`src/rtl/l2_ic_refill.sv`:
```
// l2_ic_refill
// L2-side responder for instruction-cache miss refills. It accepts a level
// request (irq) from the icache and fetches the 4-word line containing
// if_addr from a word-serial memory bus. It reports the line ready (L2_rdy),
// waits for the icache to release irq, writes the line into the L1 array
// (l1_wr_en), and then pulses complete.
//
// Ports
//   clk, rst          clock and asynchronous active-low reset
//   irq, if_addr      icache request level and miss address
//   L2_busy, L2_rdy   responder busy / line assembled
//   complete          one-cycle pulse after the L1 write
//   l1_data_wd        assembled line, word k at bits [32k+31:32k]
//   l1_valid_wd       valid bit for the line (0 if any beat timed out)
//   l1_wr_en          one-cycle L1 write strobe
//   mem_req/mem_addr  memory read request and word address of current beat
//   mem_ack/mem_rdata memory read data strobe and data
//   refill_err        sticky: some beat timed out since reset
module l2_ic_refill #(
  parameter int unsigned TIMEOUT_CYC = 255,
  parameter logic [31:0] RST_DATA    = 32'h0000_0000
) (
  input  logic         clk,
  input  logic         rst,
  input  logic         irq,
  input  logic [31:0]  if_addr,
  output logic         L2_busy,
  output logic         L2_rdy,
  output logic         complete,
  output logic [127:0] l1_data_wd,
  output logic         l1_valid_wd,
  output logic         l1_wr_en,
  output logic         mem_req,
  output logic [31:0]  mem_addr,
  input  logic         mem_ack,
  input  logic [31:0]  mem_rdata,
  output logic         refill_err
);

  localparam int unsigned       TO_W    = $clog2(TIMEOUT_CYC + 1);
  localparam logic [TO_W-1:0]   TO_LAST = TO_W'(TIMEOUT_CYC - 1);

  // GAP is the single idle-bus cycle that follows every beat (including the
  // last one), so each beat costs two cycles with a same-cycle ack.
  localparam logic [2:0] S_IDLE  = 3'd0;
  localparam logic [2:0] S_FETCH = 3'd1;
  localparam logic [2:0] S_GAP   = 3'd2;
  localparam logic [2:0] S_RESP  = 3'd3;
  localparam logic [2:0] S_WRITE = 3'd4;
  localparam logic [2:0] S_DONE  = 3'd5;

  logic [2:0]      state_q, state_d;
  logic [31:0]     base_q, base_d;
  logic [1:0]      beat_q, beat_d;
  logic [TO_W-1:0] to_cnt_q, to_cnt_d;
  logic            err_line_q, err_line_d;
  logic            refill_err_q, refill_err_d;
  logic            abort_q, abort_d;

  logic            in_fetch;
  logic            beat_end;
  logic            beat_timeout;
  logic            line_out;
  logic [31:0]     beat_word;

  assign in_fetch     = (state_q == S_FETCH);
  // An ack in the cycle the timeout would fire wins: the beat counts as acked.
  assign beat_end     = in_fetch && (mem_ack || (to_cnt_q == TO_LAST));
  assign beat_timeout = in_fetch && !mem_ack && (to_cnt_q == TO_LAST);
  assign beat_word    = mem_ack ? mem_rdata : RST_DATA;
  assign line_out     = (state_q == S_RESP) || (state_q == S_WRITE) || (state_q == S_DONE);

  always_comb begin
    state_d      = state_q;
    base_d       = base_q;
    beat_d       = beat_q;
    to_cnt_d     = to_cnt_q;
    err_line_d   = err_line_q;
    refill_err_d = refill_err_q;
    abort_d      = abort_q;
    case (state_q)
      S_IDLE: begin
        if (irq) begin
          // Masking keeps the whole address word in use; the low nibble is
          // always zero so base_q is line aligned.
          base_d     = if_addr & 32'hFFFF_FFF0;
          beat_d     = 2'd0;
          to_cnt_d   = '0;
          err_line_d = 1'b0;
          abort_d    = 1'b0;
          state_d    = S_FETCH;
        end
      end
      S_FETCH: begin
        // A dropped irq is remembered; the outstanding beat still completes.
        if (!irq) abort_d = 1'b1;
        if (beat_end) begin
          to_cnt_d = '0;
          if (beat_timeout) begin
            err_line_d   = 1'b1;
            refill_err_d = 1'b1;
          end
          state_d = (abort_q || !irq) ? S_IDLE : S_GAP;
        end else begin
          to_cnt_d = to_cnt_q + TO_W'(1);
        end
      end
      S_GAP: begin
        if (abort_q || !irq) begin
          state_d = S_IDLE;
        end else if (beat_q == 2'd3) begin
          state_d = S_RESP;
        end else begin
          beat_d  = beat_q + 2'd1;
          state_d = S_FETCH;
        end
      end
      S_RESP:  if (!irq) state_d = S_WRITE;
      S_WRITE: state_d = S_DONE;
      S_DONE:  state_d = S_IDLE;
      default: state_d = S_IDLE;
    endcase
  end

  always_ff @(posedge clk or negedge rst) begin
    if (!rst) begin
      state_q      <= S_IDLE;
      base_q       <= '0;
      beat_q       <= '0;
      to_cnt_q     <= '0;
      err_line_q   <= 1'b0;
      refill_err_q <= 1'b0;
      abort_q      <= 1'b0;
    end else begin
      state_q      <= state_d;
      base_q       <= base_d;
      beat_q       <= beat_d;
      to_cnt_q     <= to_cnt_d;
      err_line_q   <= err_line_d;
      refill_err_q <= refill_err_d;
      abort_q      <= abort_d;
    end
  end

  // One 32-bit register per line word; the line is only presented while it
  // is being handed to the L1 (RESP through DONE) and reads as zero otherwise.
  genvar gi;
  generate
    for (gi = 0; gi < 4; gi++) begin : g_word
      logic [31:0] word_q;
      always_ff @(posedge clk or negedge rst) begin
        if (!rst) begin
          word_q <= '0;
        end else if (beat_end && (beat_q == 2'(gi))) begin
          word_q <= beat_word;
        end
      end
      assign l1_data_wd[32*gi +: 32] = line_out ? word_q : 32'h0;
    end
  endgenerate

  assign L2_busy     = (state_q != S_IDLE);
  assign L2_rdy      = (state_q == S_RESP);
  assign l1_wr_en    = (state_q == S_WRITE);
  assign complete    = (state_q == S_DONE);
  assign l1_valid_wd = line_out && !err_line_q;
  assign mem_req     = in_fetch;
  assign mem_addr    = in_fetch ? (base_q + {28'd0, beat_q, 2'b00}) : 32'h0;
  assign refill_err  = refill_err_q;

endmodule

```
`config.mk`:
```
export PLATFORM = sky130hd
export DESIGN_NAME = l2_ic_refill
export DESIGN_NICKNAME = d
export VERILOG_FILES = /design/src/rtl/l2_ic_refill.sv
export SDC_FILE = /design/constraint.sdc
export NUM_CORES = 1
export LEC_CHECK = 0
export CAP_MARGIN = 20
export CORE_MARGIN = 1.5
export CORE_UTILIZATION = 30
export DETAILED_ROUTE_END_ITERATION = 16
export HOLD_SLACK_MARGIN = 0.12
export SYNTH_ARGS = -nofsm -noshare
export SYNTH_HDL_FRONTEND = slang
export SYNTH_SLANG_ARGS = --single-unit
export TNS_END_PERCENT = 10
```
`constraint.sdc`:
```
create_clock -name clk -period 1.73 [get_ports clk]
set_input_delay 0.173 -clock clk [delete_from_list [all_inputs] [get_ports clk]]
set_output_delay 0.173 -clock clk [all_outputs]
set_load 0.01 [all_outputs]
```
==> impl_metrics.py, run 1 <==
metrics = {
    "routing": {
        "firstDrtPassIters": 4,
        "finalWirelength_mm": 22.77,
        "drc": 0,
        "num_vias": 5855,
        "drtAntennaViolNets": 0,
        "vias_per_cell": 4.571,
        "routedWlPerCell_um": 17.77,
        "drtIter0Drc": 350,
    },
    "global_route": {
        "grt_pass1_wl_mm": 34.00,
        "track_usage_pct": 15.42,
        "use_met3_pct": 4.020,
        "use_met1_pct": 20.89,
        "top_usage_layer": "met2",
        "grt_use_met2_pct": 24.99,
        "antenna_found_initial": 0,
        "global_route.overflow_total": 0,
        "first_global_vias": 5954,
        "grt_max_degree": 53,
    },
    "timing": {
        "fin_skew_ps": 15.53,
        "final-hold-violation-count": 0,
        "drv_slew": 0,
        "fin_hold_ws_ps": 208.8,
        "post-route-min-period_ps": 2097,
        "rsz0062_at_grt": "true",
        "fmax_mhz": 476.8,
        "setup_ws_ps": -367.2,
        "setup_viol": 275,
        "period_share_pct": 121.2,
    },
    "logic_synthesis": {
        "synth.top_cell.area_share_pct": 52.50,
        "synthesis.area_um2": 8198,
        "async_reset_ff_share_pct": 100.0,
        "synth_area_leaders": "dfrtp_1, mux2_2, and2_1",
        "syn-mean-instance-area_um2": 12.59,
        "synthFlopType": "dfrtp_1",
        "synth_common_cells": "and2_1, dfrtp_1, mux2_2",
        "synth-seq-cells": 172,
        "yosys.area.top_type": "dfrtp_1",
        "syn_inst": 651,
        "synth-edff-count": 0,
        "ys_types": 40,
        "yosysMostFrequentCell": "and2_1",
        "ys_seq_area_share_pct": 52.50,
        "yosysWarningCount": 0,
    },
    "hold_path": {
        "worstHoldPathType": "input port to async pin",
    },
    "power_and_ir_drop": {
        "leakage_uw": 0.005997,
        "power_uw": 16870,
        "p_per_area_nw_per_um2": 1399,
        "ir_drop_mv": 0.6378,
    },
    "clock_network": {
        "clock_path_buffers": 2,
        "htree_levels": 4,
        "numCtsBuffers": 17,
        "root_buffer": "clkbuf_16",
        "cts_tree": "yes",
        "clock_latency_ps": 420,
        "cts_sinks": 172,
        "clk_pin_slew_ps": 70,
    },
    "critical_path": {
        "max_stage_delay_ps": 440,
        "critPathArrivalTime_ps": 1920,
        "required_ps": 1560,
        "path_max_fanout": 7,
        "crit_start": "state_q[1]",
        "r2r-end": "g_word[0].word_q[18]",
        "r2r_setup_slack_ps": -190,
        "critPathKind": "flip-flop to output pin",
        "crit_end": "l1_data_wd[117]",
        "crit_slowest_cell": "dfrtp_2",
        "critPathLaunchType": "flip-flop",
        "reg2reg_depth": 8,
        "worstPathCellList": "and3_4 > o21bai_4 > buf_12 > buf_8 > clkbuf_16 > and2_4 > buf_6",
        "endpoint_kind": "output pin",
        "reg2reg_from": "state_q[1]",
    },
    "layout": {
        "multi_input_area_um2": 3861,
        "fin_util_pct": 44.87,
        "fin_nets": 1001,
        "area_growth_pct": 47.08,
        "n_fill_cell": 2559,
        "layout-drive-gt1-share_pct": 54.57,
        "finalInstanceArea_um2": 12060,
        "regArea_um2": 4305,
        "antenna_cells": 0,
    },
    "die": {
        "die_area_um2": 28330,
        "start_util_pct": 30.50,
        "io_pins": 235,
        "core_area_um2": 26880,
        "rows": 60,
        "die_h_um": 168.3,
        "die_x_um": 168.3,
    },
    "placement": {
        "gp_congestion": 0.7573,
        "dp_hpwl_mm": 14.89,
        "portBuffers": 228,
        "dpl_cell_area_um2": 11220,
    },
    "run_status": {
        "outcome": "finished with violations",
        "violations": "negative setup slack",
    },
    "flow_run": {
        "maxCapViolCount": 0,
    },
}
-- state kept, by name (all words and copies together) (netlist names) --
register and cells:
refill_err 1, beat_q 2, to_cnt_q 8, g_word.word_q 128
state_q 3, base_q 28, err_line_q 1, abort_q 1
-- how the worst min path moves through the flow --
stage	startpoint	end	slack, ps	cells after the start
6_report	rst	base_q[30]	210	2
5_1_grt	rst	base_q[30]	200	2
4_1_cts	rst	base_q[30]	200	2
3_5_place_dp	rst	base_q[23]	100	1
3_3_place_gp	rst	base_q[23]	100	1
2_1_floorplan	rst	abort_q	-120	0
-- metal layers --
layer	vias to the layer above	wire, um
li1	2743	-
met1	2917	10430
met2	182	10930
met3	13	1288
met4	0	123
met5	-	0
-- placed cells by master (no fill, tap or decap), types with 9 or more instances in the layout --
cell type / synthesis / layout
mux2_2: 141 / 141
mux2_4: 16 / 16
buf_6: 12 / 80
clkbuf_16: 0 / 23
dfrtp_1: 172 / 171
and2_1: 190 / 116
buf_2: 5 / 60
buf_4: 4 / 33
clkdlybuf4s50_1: 0 / 63
o21ai_0: 11 / 11
and2_4: 0 / 74
nor2_1: 11 / 11
buf_12: 0 / 15
a21oi_1: 9 / 9
clkbuf_2: 1 / 29
-- cell families (layout without fill, tap and decap cells) --
family                   count (synthesis)  count (layout)  share of synthesized area (%)
AO/OA/AOI/OAI                           33              33                          2.671
adder cells (fa/ha/maj)                  6               6                         0.9157
buffers and inverters                   49             337                          3.617
flip-flops                             172             172                          52.50
multiplexers                           157             157                          22.30
other                                    1               2                        0.04574
AND/OR/NAND/NOR                        233             233                          17.95
-- timing repair --
action,in CTS,in global routing
endpoints found under the setup margin,320,326
hold endpoints to repair,172,0
hold buffers,1,0
setup buffers,0,9
pin swaps,5,58
resized for setup,361,390
cloned,0,11
-- stage by stage --
step           std cells  setup slack, ps  TNS [ps]
4_1_cts             1261           -639.0    -73810
3_3_place_gp        1228           -264.4    -44370
5_1_grt             1281           -438.5    -78760
3_5_place_dp        1228           -297.7    -45700
2_1_floorplan        652           -16.76     -1676
6_report            1281           -367.2    -56740
-- area by class of cell --
class	count	share of cell area, %
Sequential cell	172	35.71
Tap cell	341	3.538
Inverter	8	0.2490
Clock buffer	19	3.673
Timing Repair Buffer	297	23.70
Multi-Input combinational cell	431	32.02
Clock inverter	13	1.110
-- worst max-delay path, delay by kind of cell, from the launching register on --
family | cells | cell delay [ps]
simple gates | 2 | 340
flops | 1 | 440
buf+inv | 4 | 550
compound gates | 1 | 170
-- where the power goes --
part / internal, uW / switching, uW / total, uW / leakage, uW
clock network: 2060 / 1720 / 3780 / 0.000272
logic: 4030 / 2930 / 6960 / 0.00346
registers: 5380 / 748 / 6130 / 0.00226
Note: power is estimated with default switching activity, not from simulation.
==> run 2: changes to the inputs <==
- CORE_MARGIN: 1.5 -> 4
- DONT_BUFFER_PORTS: default -> 1
- SETUP_SLACK_MARGIN: default -> 0.15
==> run 2 against run 1 <==
- the run ends with negative hold slack, negative setup slack left
- core utilization decreased by 4.8 points
- combinational power shrank 9.5%
- non-clock buffer count is 193 lower
- sequential cell count unchanged
- design area fell by 10%
- critical endpoint is now l1_valid_wd
==> impl_metrics.py, run 2 (synthesis results as in run 1) <==
metrics = {
    "power_and_ir_drop": {
        "p_comb_share_pct": 37.2,
        "switching_power_uw": 5194,
        "power_frac_seq_pct": 36.4,
        "power.internal_uw": 11730,
        "clock_power_share_pct": 26.4,
        "ir_drop_mv": 0.8132,
        "switching_share_pct": 30.68,
        "p_per_area_nw_per_um2": 1567,
        "leakage_uw": 0.005135,
    },
    "global_route": {
        "track_usage_pct": 14.22,
        "grt_pass1_wl_mm": 33.73,
        "first_global_vias": 5501,
        "antenna_found_initial": 1,
        "grt_max_degree": 173,
        "global_route.overflow_total": 0,
    },
    "layout": {
        "largest_reg_flops": 128,
        "most-common-layout-cells": "dfrtp_1, and2_4, mux2_2",
        "top_regs": "g_word.word_q: 128 flops, base_q: 28 flops, to_cnt_q: 8 flops",
        "layout-drive-gt1-share_pct": 56.09,
        "fin_nets": 808,
        "fin_util_pct": 40.08,
        "area_growth_pct": 31.78,
        "layout_commonest_cell": "dfrtp_1",
        "antenna_cells": 0,
        "regMostFlops": "g_word.word_q",
    },
    "run_status": {
        "violations": "negative hold slack, negative setup slack",
        "outcome": "finished with violations",
    },
    "clock_network": {
        "cts_sinks": 172,
        "htree_levels": 4,
        "clock_latency_ps": 420,
        "hold_buffers": 49,
        "clk_pin_slew_ps": 70,
        "cts_tree": "yes",
        "clock_path_buffers": 2,
        "numCtsBuffers": 17,
        "root_buffer": "clkbuf_16",
    },
    "die": {
        "rows": 60,
        "die_x_um": 173.3,
        "start_util_pct": 30.42,
        "die_h_um": 173.3,
        "core_area_um2": 26950,
        "die_area_um2": 30030,
        "io_pins": 235,
    },
    "placement": {
        "gp_congestion": 0.7628,
        "pre_cts_ws_ps": -2.705,
        "portBuffers": 0,
        "dp_hpwl_mm": 13.27,
    },
    "routing": {
        "finalWirelength_mm": 21.55,
        "vias_per_cell": 4.733,
        "routedWlPerCell_um": 19.81,
        "drtIter0Drc": 263,
        "drtAntennaViolNets": 0,
        "firstDrtPassIters": 4,
        "num_vias": 5149,
        "drc": 0,
    },
    "timing": {
        "rsz0062_at_grt": "true",
        "period_share_pct": 114.5,
        "post-route-min-period_ps": 1981,
        "fmax_mhz": 504.9,
        "fin_skew_ps": 13.34,
        "final-hold-violation-count": 172,
        "setup_viol": 214,
        "fin_hold_ws_ps": -556.8,
        "setup_ws_ps": -250.7,
        "drv_slew": 0,
    },
    "critical_path": {
        "worstPathCellList": "buf_6 > and3_4 > o21bai_4 > buf_4 > buf_6 > nor2b_1 > buf_4",
        "crit_slowest_cell": "dfrtp_1",
        "critPathLaunchType": "flip-flop",
        "critPathKind": "flip-flop to output pin",
        "endpoint_kind": "output pin",
        "required_ps": 1560,
        "path_max_fanout": 6,
        "max_stage_delay_ps": 390,
        "critPathArrivalTime_ps": 1810,
    },
    "hold_path": {
        "worstHoldPathType": "input port to async pin",
    },
    "flow_run": {
        "maxCapViolCount": 0,
    },
}
==> run 2: final cells by class <==
cell class	instances	area, um2
clock inverters	15	255.2
multi-input cells	431	4073
inverters	8	32.53
repair buffers	104	1285
flip-flops and latches	172	4305
clock buffers	17	425.4
fillers	2481	16150
well taps	341	426.7
==> run 2: critical path, delay by kind of cell (launching register included) <==
kind                   cells  cell delay, ps
AOI/OAI and AO/OA          1             180
buffers and inverters      4             540
DFF                        1             390
and+or+nand+nor            2             280
==> run 2: through the flow <==
stage          instance area [um2]  setup TNS, ps  cells  total power (uW)
4_1_cts                      10640         -36000   1084             16840
3_3_place_gp                  8806              0    987             10500
6_report                     10800         -33190   1088             16930
2_1_floorplan                 8287              0    652              9415
5_1_grt                      10800         -54860   1088             17930
3_5_place_dp                  8806         -4.041    987             10650
==> run 2: timing repair <==
action / 4_1_cts / 5_1_grt
buffers inserted: 11 / 1
gates resized for setup: 163 / 28
hold endpoints to repair: 277 / 172
pin swaps: 93 / 40
cloned: 5 / 2
endpoints found under the setup margin: 329 / 332
==> run 2: path summary, 6_finish.rpt <==
check	startpoint	to	slack, ps	cells after the start
setup / recovery	state_q[0]	l1_valid_wd	-250	7
hold / removal	rst	g_word[2].word_q[20]	-560	0
setup reg to reg	state_q[2]	base_q[24]	-30	6
hold reg to reg	g_word[3].word_q[10]	g_word[3].word_q[10]	500	1
max in group asynchronous	rst	state_q[2]	2040	0
min in group clk	mem_ack	g_word[2].word_q[10]	130	2
==> run 2: power groups by stage <==
stage / registers (uW) / clock network, uW / logic [uW]
CTS: 6130 / 4610 / 6090
global route: 6340 / 4790 / 6800
floorplan: 5870 / 0 / 3540
global placement: 6070 / 0 / 4430
detailed placement: 6120 / 0 / 4530
finish: 6160 / 4470 / 6300
==> run 2: per-layer routing <==
layer,global-route usage [%],vias to the layer above,share of wire [%]
met5,0,-,0
li1,-,2354,-
met4,2.594,0,0.70
met2,23.68,153,49
met1,18.71,2631,45
met3,4.057,11,5.7
